File: src/rtl/mul4_ctrl.sv
// rtl/mul4_ctrl.sv - 4x4 multiplier front-end for an external product ROM, with a FWFT result buffer
module mul4_ctrl #(
  parameter int ROM_LAT = 1,
  parameter int DEPTH   = 4
) (
  input  logic        clk,
  input  logic        rst,
  input  logic        in_valid,
  output logic        in_ready,
  input  logic [3:0]  in_a,
  input  logic [3:0]  in_b,
  output logic [7:0]  rom_addr,
  input  logic [7:0]  rom_data,
  output logic        out_valid,
  input  logic        out_ready,
  output logic [7:0]  out_prod,
  output logic [15:0] done_cnt
);

  localparam int PW = (DEPTH > 1) ? $clog2(DEPTH) : 1;
  localparam int OW = PW + 1;

  logic [OW-1:0]  occ;
  logic [OW-1:0]  count;
  logic [ROM_LAT:0] tag;
  logic [PW-1:0]  wptr;
  logic [PW-1:0]  rptr;
  logic [7:0]     mem [DEPTH];

  logic in_xfer;
  logic out_xfer;
  logic wr_en;

  // occ reserves a buffer slot at accept time, so the FIFO can never overflow
  assign in_ready  = (occ < OW'(DEPTH));
  assign in_xfer   = in_valid && in_ready;
  assign out_valid = (count != '0);
  assign out_xfer  = out_valid && out_ready;
  assign wr_en     = tag[ROM_LAT];
  assign out_prod  = out_valid ? mem[rptr] : 8'h00;

  always_ff @(posedge clk) begin
    if (rst) begin
      rom_addr <= 8'h00;
      tag      <= '0;
      occ      <= '0;
      count    <= '0;
      wptr     <= '0;
      rptr     <= '0;
      done_cnt <= 16'h0000;
    end else begin
      if (in_xfer) begin
        rom_addr <= {in_a, in_b};
      end
      tag <= {tag[ROM_LAT-1:0], in_xfer};

      case ({in_xfer, out_xfer})
        2'b10:   occ <= occ + OW'(1);
        2'b01:   occ <= occ - OW'(1);
        default: occ <= occ;
      endcase

      case ({wr_en, out_xfer})
        2'b10:   count <= count + OW'(1);
        2'b01:   count <= count - OW'(1);
        default: count <= count;
      endcase

      if (wr_en) begin
        wptr <= wptr + PW'(1);
      end
      if (out_xfer) begin
        rptr     <= rptr + PW'(1);
        done_cnt <= done_cnt + 16'd1;
      end
    end
  end

  // Buffer storage needs no reset: count gates every read of it
  always_ff @(posedge clk) begin
    if (!rst && wr_en) begin
      mem[wptr] <= rom_data;
    end
  end

  always_ff @(posedge clk) begin
    if (!rst && wr_en) begin
      assert (count < OW'(DEPTH));
    end
  end

endmodule

File: config.mk
export PLATFORM = sky130hd
export DESIGN_NAME = mul4_ctrl
export DESIGN_NICKNAME = d
export VERILOG_FILES = /design/src/rtl/mul4_ctrl.sv
export SDC_FILE = /design/constraint.sdc
export NUM_CORES = 1
export LEC_CHECK = 0
export CAP_MARGIN = 20
export CELL_PAD_IN_SITES_DETAIL_PLACEMENT = 0
export CELL_PAD_IN_SITES_GLOBAL_PLACEMENT = 1
export CORE_MARGIN = 2
export CORE_UTILIZATION = 41
export CTS_CLUSTER_SIZE = 25
export DETAILED_ROUTE_END_ITERATION = 10
export PLACE_DENSITY = 0.75
export SETUP_SLACK_MARGIN = 0.5
export SYNTH_ARGS = -nofsm -noshare
export SYNTH_HDL_FRONTEND = slang
export SYNTH_SLANG_ARGS = --single-unit
File: constraint.sdc
create_clock -name clk -period 2.9 [get_ports clk]
set_input_delay 0.58 -clock clk [delete_from_list [all_inputs] [get_ports clk]]
set_output_delay 0.58 -clock clk [all_outputs]
set_load 0.01 [all_outputs]
==> summary.txt, run 1 <==
Detailed routing
  • Via density: 4.65
  • WL per Instance: about 12 µm
  • First-pass DRT Iterations: 4
  • Total routed wirelength: 5.00 mm
  • Starting DRT DRC Count: 70
  • DR vias: 1901
  • Post-route ant nets: 0
  • # DRC: 0

Power
  • Clock power frac: 30.1%
  • Net Switching: 0.732 mW
  • P_int: 1.93 mW
  • Static leakage: 1.31 nW
  • Total chip power: 2.66 mW
  • Flop pwr share: 43.5%
  • Power per Cell Area: 705 nW/µm²
  • Switching share of total power: 27.5%
  • Peak supply drop: 0.350 mV
  • Logic pwr share: a little over a quarter

Synth
  • Synthesized net count: ~270
  • Biggest area consumer among synthesized cells: edfxtp_1
  • Most common cell in the netlist: dfxtp_1
  • Seq cells post-synth: 70
  • Yosys top cell area share: between 30% and 40%
  • Xor and xnor area share after synthesis: 4.88%
  • Post-Syn Area: 2870 µm²
  • Avg Inst Size Synth: 11.9 µm²
  • Post-synthesis adder-cell area fraction: 4.44%
  • Ys async rst share: 0%
  • Ranking of synthesized cells by area: edfxtp_1, dfxtp_1, mux4_2, a21oi_1, nand2_1
  • Sequential share of the synthesized area: 60.0%
  • Largest family of logic cells by synthesized area: simple AND/OR/NAND/NOR gates
  • Multiplexer share of the synthesized area: around 6.6%
  • Syn Inst Count: 242
  • Simple-Gate Fraction of Synth Area: roughly 15%
  • Top_reg_cell synth: dfxtp_1
  • Synth cell count leaders: dfxtp_1, edfxtp_1, nand2_1, nor2_1, a21oi_1
  • Compound-Gate Fraction of Synth Area: 5.97%
  • Number of synthesized flops with an enable pin: 32
  • YS warnings: 0
  • Count of different cell masters after synthesis: 32

Setup path
  • Max Fanout on Critical Path: 4
  • Worst EP arrival: 1.78 ns
  • Required time of the critical path: 2.32 ns
  • Reg2reg start: count[0]$_SDFFE_PP0P_
  • Worst Path Buf+Inv: 3
  • CP peak stage delay: between 0.4 and 0.5 ns
  • Reg2reg path depth: 8
  • Critical path's top delay family: buffers and inverters
  • Crit path capture type: primary output
  • Kind of critical path: reg -> out
  • Type of origin of the critical path: register
  • Cell Chain, Critical Path: buf_6, buf_4, mux4_2, nor2b_1, dlygate4sd2_1
  • R2R Setup Slk: 0.90 ns
  • Crit Reg-Reg Endpoint: occ[2]$_SDFFE_PP0P_
  • Slowest cell on the critical path: mux4_2

Floorplanning
  • Initial Util: between 40% and 50%
  • Placement Rows: 30
  • Die X: 87.7 µm
  • Area of the core: a little under 7000 µm²
  • Die area: 7690 µm²
  • Die height: 87.7 µm
  • # IOs: 54

Finish
  • Final #Nets: 337
  • Cell Count, Final, Fillers Out: 409
  • Finished Cell Area: roughly 3800 µm²
  • Area delta synth->final: 31.5%
  • Antenna diodes: 0
  • Fin util: 55.6%
  • Layout cells sized above 1: between 10 and 15%

Clock network
  • CTS Hold Bufs: 0
  • Clock sinks: 70
  • Clk_lat worst skew: roughly 0.34 ns
  • CTS tree: done
  • Root Buffer: clkbuf_8
  • H-tree levels: 3
  • Worst-path clk slew: 0.07 ns
  • Clock Path Buffers: 2
  • Inserted Clock Buffers: 9

STA
  • Final hold vios: 0
  • Fmax: 0.423 GHz
  • Min Tclk post-route: about 2.4 ns
  • RSZ-0062 raised after global routing: true
  • Worst Tran Pin Value: 0.562 ns
  • Fin worst setup slack: 0.536 ns
  • Setup TNS: 0 ns
  • Fin crit share: 81.5%
  • Setup violations, final: 0
  • Rel. slew slack: 62.2%
  • Hold Worst Slack: 0.442 ns
  • Max-slew violations: 0
  • Clock Skews: 0.00777 ns

GRT
  • Global routing met2 resource utilization: between 20% and 30%
  • Initial antenna violation count: 0
  • GRT met1 Usage: 17.2%
  • Largest net degree at the start of global routing: 40
  • Met3 Use GR: 6.41%
  • GRT Residual Overflow: 0
  • Busiest metal layer after global routing: met2
  • Vias in the first global route: 1848
  • Overall Global Routing Usage: 14.2%
  • First-pass GRT wire length: 8.29 mm

Placement
  • Gpl congestion: 0.693
  • Post-DP HPWL: between 3 and 4 mm
  • Placed Area: 3530 µm²
  • Placed Cells: 389
  • Dpl ws: 0.203 ns
  • Port bufs: 53

Worst hold path
  • Hold Path Depth: 1
  • Hold endpoint: tag[1]$_SDFF_PP0_
  • HP Class: reg -> reg
  • Hold path start: tag[0]$_SDFF_PP0_

Run
  • Maxcap violations: 0

Status
  • Outcome: completed
[sequential cells by signal, indices dropped and copies added, names as in the netlist, named ones only]
signal	count
mem	32
wptr	2
rom_addr	8
count	3
rptr	2
tag	2
occ	3
done_cnt	16
[worst register-to-register path, stage by stage (launching register included)]
cell,delay (ns)
dfxtp_1,0.43
o31ai_4,0.14
inv_2,0.13
ha_1,0.19
inv_1,0.06
fa_1,0.37
xor2_1,0.16
or3_1,0.30
a21oi_1,0.15
[logic make-up after synthesis]
kind of cell,count (synthesis)
flops,70
simple gates,86
buf+inv,24
compound gates,28
xor+xnor,16
fa+ha+maj,9
mux,9
[power by group through the flow]
stage	Sequential (mW)	Combinational (mW)	Clock (mW)
after detailed placement	1.18	0.696	0
after floorplan	1.18	0.398	0
after global routing	1.17	0.780	0.864
after CTS	1.16	0.674	0.834
after global placement	1.18	0.686	0
final	1.16	0.702	0.802
[area by class of cell]
class                   count  area [µm²]
clock buffers              11         153
clock inverters             5        55.1
fillers                   583        3020
inverters                  16        60.1
multi-input cells         148        1050
flip-flops and latches     70        1720
well taps                  96         120
repair buffers             63         614
[metal layers]
layer  vias to the layer above  routed length, µm
li1                        969                  -
met3                         4                256
met4                         0                 56
met2                        41               2370
met1                       887               2320
met5                         -                  0
[worst max-delay path by stage]
stage | start | to | slack [ns] | cells past startpoint
6_report | register | out_prod[1] | 0.54 | 5
5_1_grt | register | out_prod[1] | 0.47 | 5
4_1_cts | register | out_prod[2] | 0.44 | 5
3_5_place_dp | out_ready | count[2]$_SDFFE_PP0P_ | 0.20 | 9
3_3_place_gp | out_ready | occ[2]$_SDFFE_PP0P_ | 0.28 | 9
2_1_floorplan | in_valid | occ[2]$_SDFFE_PP0P_ | 0.65 | 9
[layout by cell type, fill, tap and decap left out, types with 9 or more instances in the layout]
cell type | netlist | routed
a21oi_1 | 19 | 19
clkbuf_8 | 0 | 9
clkdlybuf4s50_1 | 0 | 45
dfxtp_1 | 38 | 38
edfxtp_1 | 32 | 32
inv_1 | 14 | 14
nand2_1 | 24 | 24
nor2_1 | 24 | 24
nor2b_1 | 10 | 10
[what timing repair did]
action	4_1_cts	5_1_grt
setup buffers	1	3
endpoints found under the setup margin	8	3
cloned	0	0
gates resized for setup	9	3
Note: power is estimated with default switching activity, not from simulation.
==> run 2, diff against run 1 <==
==> constraint.sdc (replaced) <==
create_clock -name clk -period 2.46 [get_ports clk]
set_input_delay 0.492 -clock clk [delete_from_list [all_inputs] [get_ports clk]]
set_output_delay 0.492 -clock clk [all_outputs]
set_load 0.01 [all_outputs]
==> run 2 against run 1 <==
Effect of this change: core utilization is 1.7 points higher; via count is 3.6% higher; clock-buffer cell count down 1; power rose by 23%; critical path depth is the same; largest cell class unchanged; largest power group unchanged; final area rose by 3.1%; critical path type unchanged; worst setup slack worse by 0.22 ns.
==> summary.txt, run 2 (same netlist as run 1, synthesis figures left out) <==
Status
  • Outcome: completed

Placement
  • Port bufs: between 50 and 60
  • Placed Cells: 392
  • Gpl congestion: 0.710
  • Post-DP HPWL: 3.57 mm

STA
  • Setup violations, final: 0
  • Fin crit share: 87.0%
  • Min Tclk post-route: 2.14 ns
  • Setup TNS: 0 ns
  • RSZ-0062 raised after global routing: true
  • Fmax: ~0.47 GHz
  • Hold Worst Slack: about 0.45 ns
  • Rel. slew slack: between 70 and 80%
  • Worst Tran Pin Value: roughly 0.43 ns
  • Final hold vios: 0
  • Max-slew violations: 0
  • Clock Skews: 0.00982 ns

Detailed routing
  • # DRC: 0
  • Starting DRT DRC Count: 53
  • WL per Instance: between 10 and 15 µm
  • Post-route ant nets: 0
  • First-pass DRT Iterations: 4
  • DR vias: 1969
  • Via density: 4.71
  • Total routed wirelength: 5.37 mm

Setup path
  • Type of origin of the critical path: register
  • Max Fanout on Critical Path: 6
  • Kind of critical path: reg -> out
  • Crit path capture type: primary output
  • CP peak stage delay: approximately 0.49 ns
  • Most frequent cell on the critical path: buf_6
  • Required time of the critical path: 1.97 ns
  • Cell Chain, Critical Path: buf_6, buf_6, mux4_2, nor2b_4, buf_2
  • Reg2reg path depth: 8
  • Slowest cell on the critical path: mux4_2
  • Worst EP arrival: 1.65 ns

Clock network
  • H-tree levels: 3
  • Root Buffer: clkbuf_8
  • Clock Path Buffers: 2
  • CTS Hold Bufs: 0
  • CTS tree: done
  • Inserted Clock Buffers: 9
  • Worst-path clk slew: 0.08 ns
  • Clock sinks: 70
  • Clk_lat worst skew: ~0.34 ns

GRT
  • Largest net degree at the start of global routing: 40
  • Vias in the first global route: 1852
  • GRT Residual Overflow: 0
  • First-pass GRT wire length: 8.78 mm
  • Initial antenna violation count: 0
  • Overall Global Routing Usage: 15.0%

Finish
  • Most flops, register: mem
  • Cell Count, Final, Fillers Out: 418
  • Most frequent cells in the layout: clkdlybuf4s50_1, dfxtp_1, edfxtp_1
  • Area delta synth->final: 35.5%
  • Antenna diodes: 0
  • Commonest non-fill, non-tap cell in the layout: clkdlybuf4s50_1
  • Max reg flops: 32
  • Final #Nets: 346
  • Layout cells sized above 1: 21.7%
  • Fillers: 586
  • Multi-input logic area: 1120 µm²
  • Largest registers: mem x32, done_cnt x16, rom_addr x8
  • Reg area: 1730 µm²

Floorplanning
  • Die X: 87.7 µm
  • Placement Rows: 30
  • Area of the core: 6790 µm²
  • Die height: between 80 and 90 µm
  • Initial Util: 42.3%
  • Die area: 7690 µm²
  • # IOs: 54

Power
  • Peak supply drop: 0.407 mV
  • Static leakage: 1.36 nW
  • Power per Cell Area: 839 nW/µm²

Worst hold path
  • HP Class: reg -> reg
  • Hold Path Depth: 1

Run
  • Maxcap violations: 0
==> run 2: cell types whose count changed in the layout (fill, tap and decap cells not counted), sizes merged <==
| cell | delta |
|---|---|
| dlymetal6s2s | +1 |
| clkinvlp | +2 |
| dlygate4sd2 | -4 |
| clkinv | -1 |
| clkdlybuf4s15 | -2 |
| clkdlybuf4s50 | -3 |
| clkbuf | -1 |
| buf | +17 |
==> run 2: layout make-up <==
class | count | share of cell area [%]
multi-input combinational | 148 | 28.7
inverter | 16 | 1.74
timing repair buffer | 72 | 16.9
clock buffer | 10 | 3.28
clock inverter | 6 | 1.83
sequential | 70 | 44.4
tap | 96 | 3.09
==> run 2: power breakdown <==
part	total [mW]	leakage, nW	switching [mW]	internal (mW)
logic	0.970	0.671	0.427	0.543
registers	1.38	0.599	0.0731	1.31
clock network	0.916	0.0931	0.441	0.475
==> run 2: worst max-delay path: cells and delay by family (launching register included) <==
family / cells / cell delay, ns
buffers and inverters: 3 / 0.36
muxes: 1 / 0.49
and+or+nand+nor: 1 / 0.14
DFF: 1 / 0.33
==> run 2: stage by stage <==
stage          cell area [µm²]  setup slack [ns]  utilization (%)  power, mW
3_3_place_gp              3570            0.0515             52.5       2.24
5_1_grt                   3890             0.252             57.3       3.46
4_1_cts                   3800             0.284             55.9       3.20
3_5_place_dp              3570           -0.0268             52.5       2.25
6_report                  3890             0.319             57.3       3.27
2_1_floorplan             2890             0.443                -       1.87
==> run 2: routing by layer <==
layer	track usage, %	routed length (µm)	up-vias
li1	-	-	980
met1	18.9	2480	931
met5	0	0	-
met3	5.37	332	7
met4	7.55	87	0
met2	22.7	2470	51
==> run 2: final timing paths <==
path	start	to	slack, ns
min	tag[0]$_SDFF_PP0_	tag[1]$_SDFF_PP0_	0.45
min reg2reg	tag[0]$_SDFF_PP0_	tag[1]$_SDFF_PP0_	0.45
max	register	out_prod[5]	0.32
max reg2reg	count[2]$_SDFFE_PP0P_	occ[2]$_SDFFE_PP0P_	0.62
==> run 2: what timing repair did <==
action                     4_1_cts  5_1_grt
setup endpoints to repair       14       11
buffers inserted                 5        5
hold endpoints to repair         0        0
gates resized for setup         42       14
pin swaps                        0        5
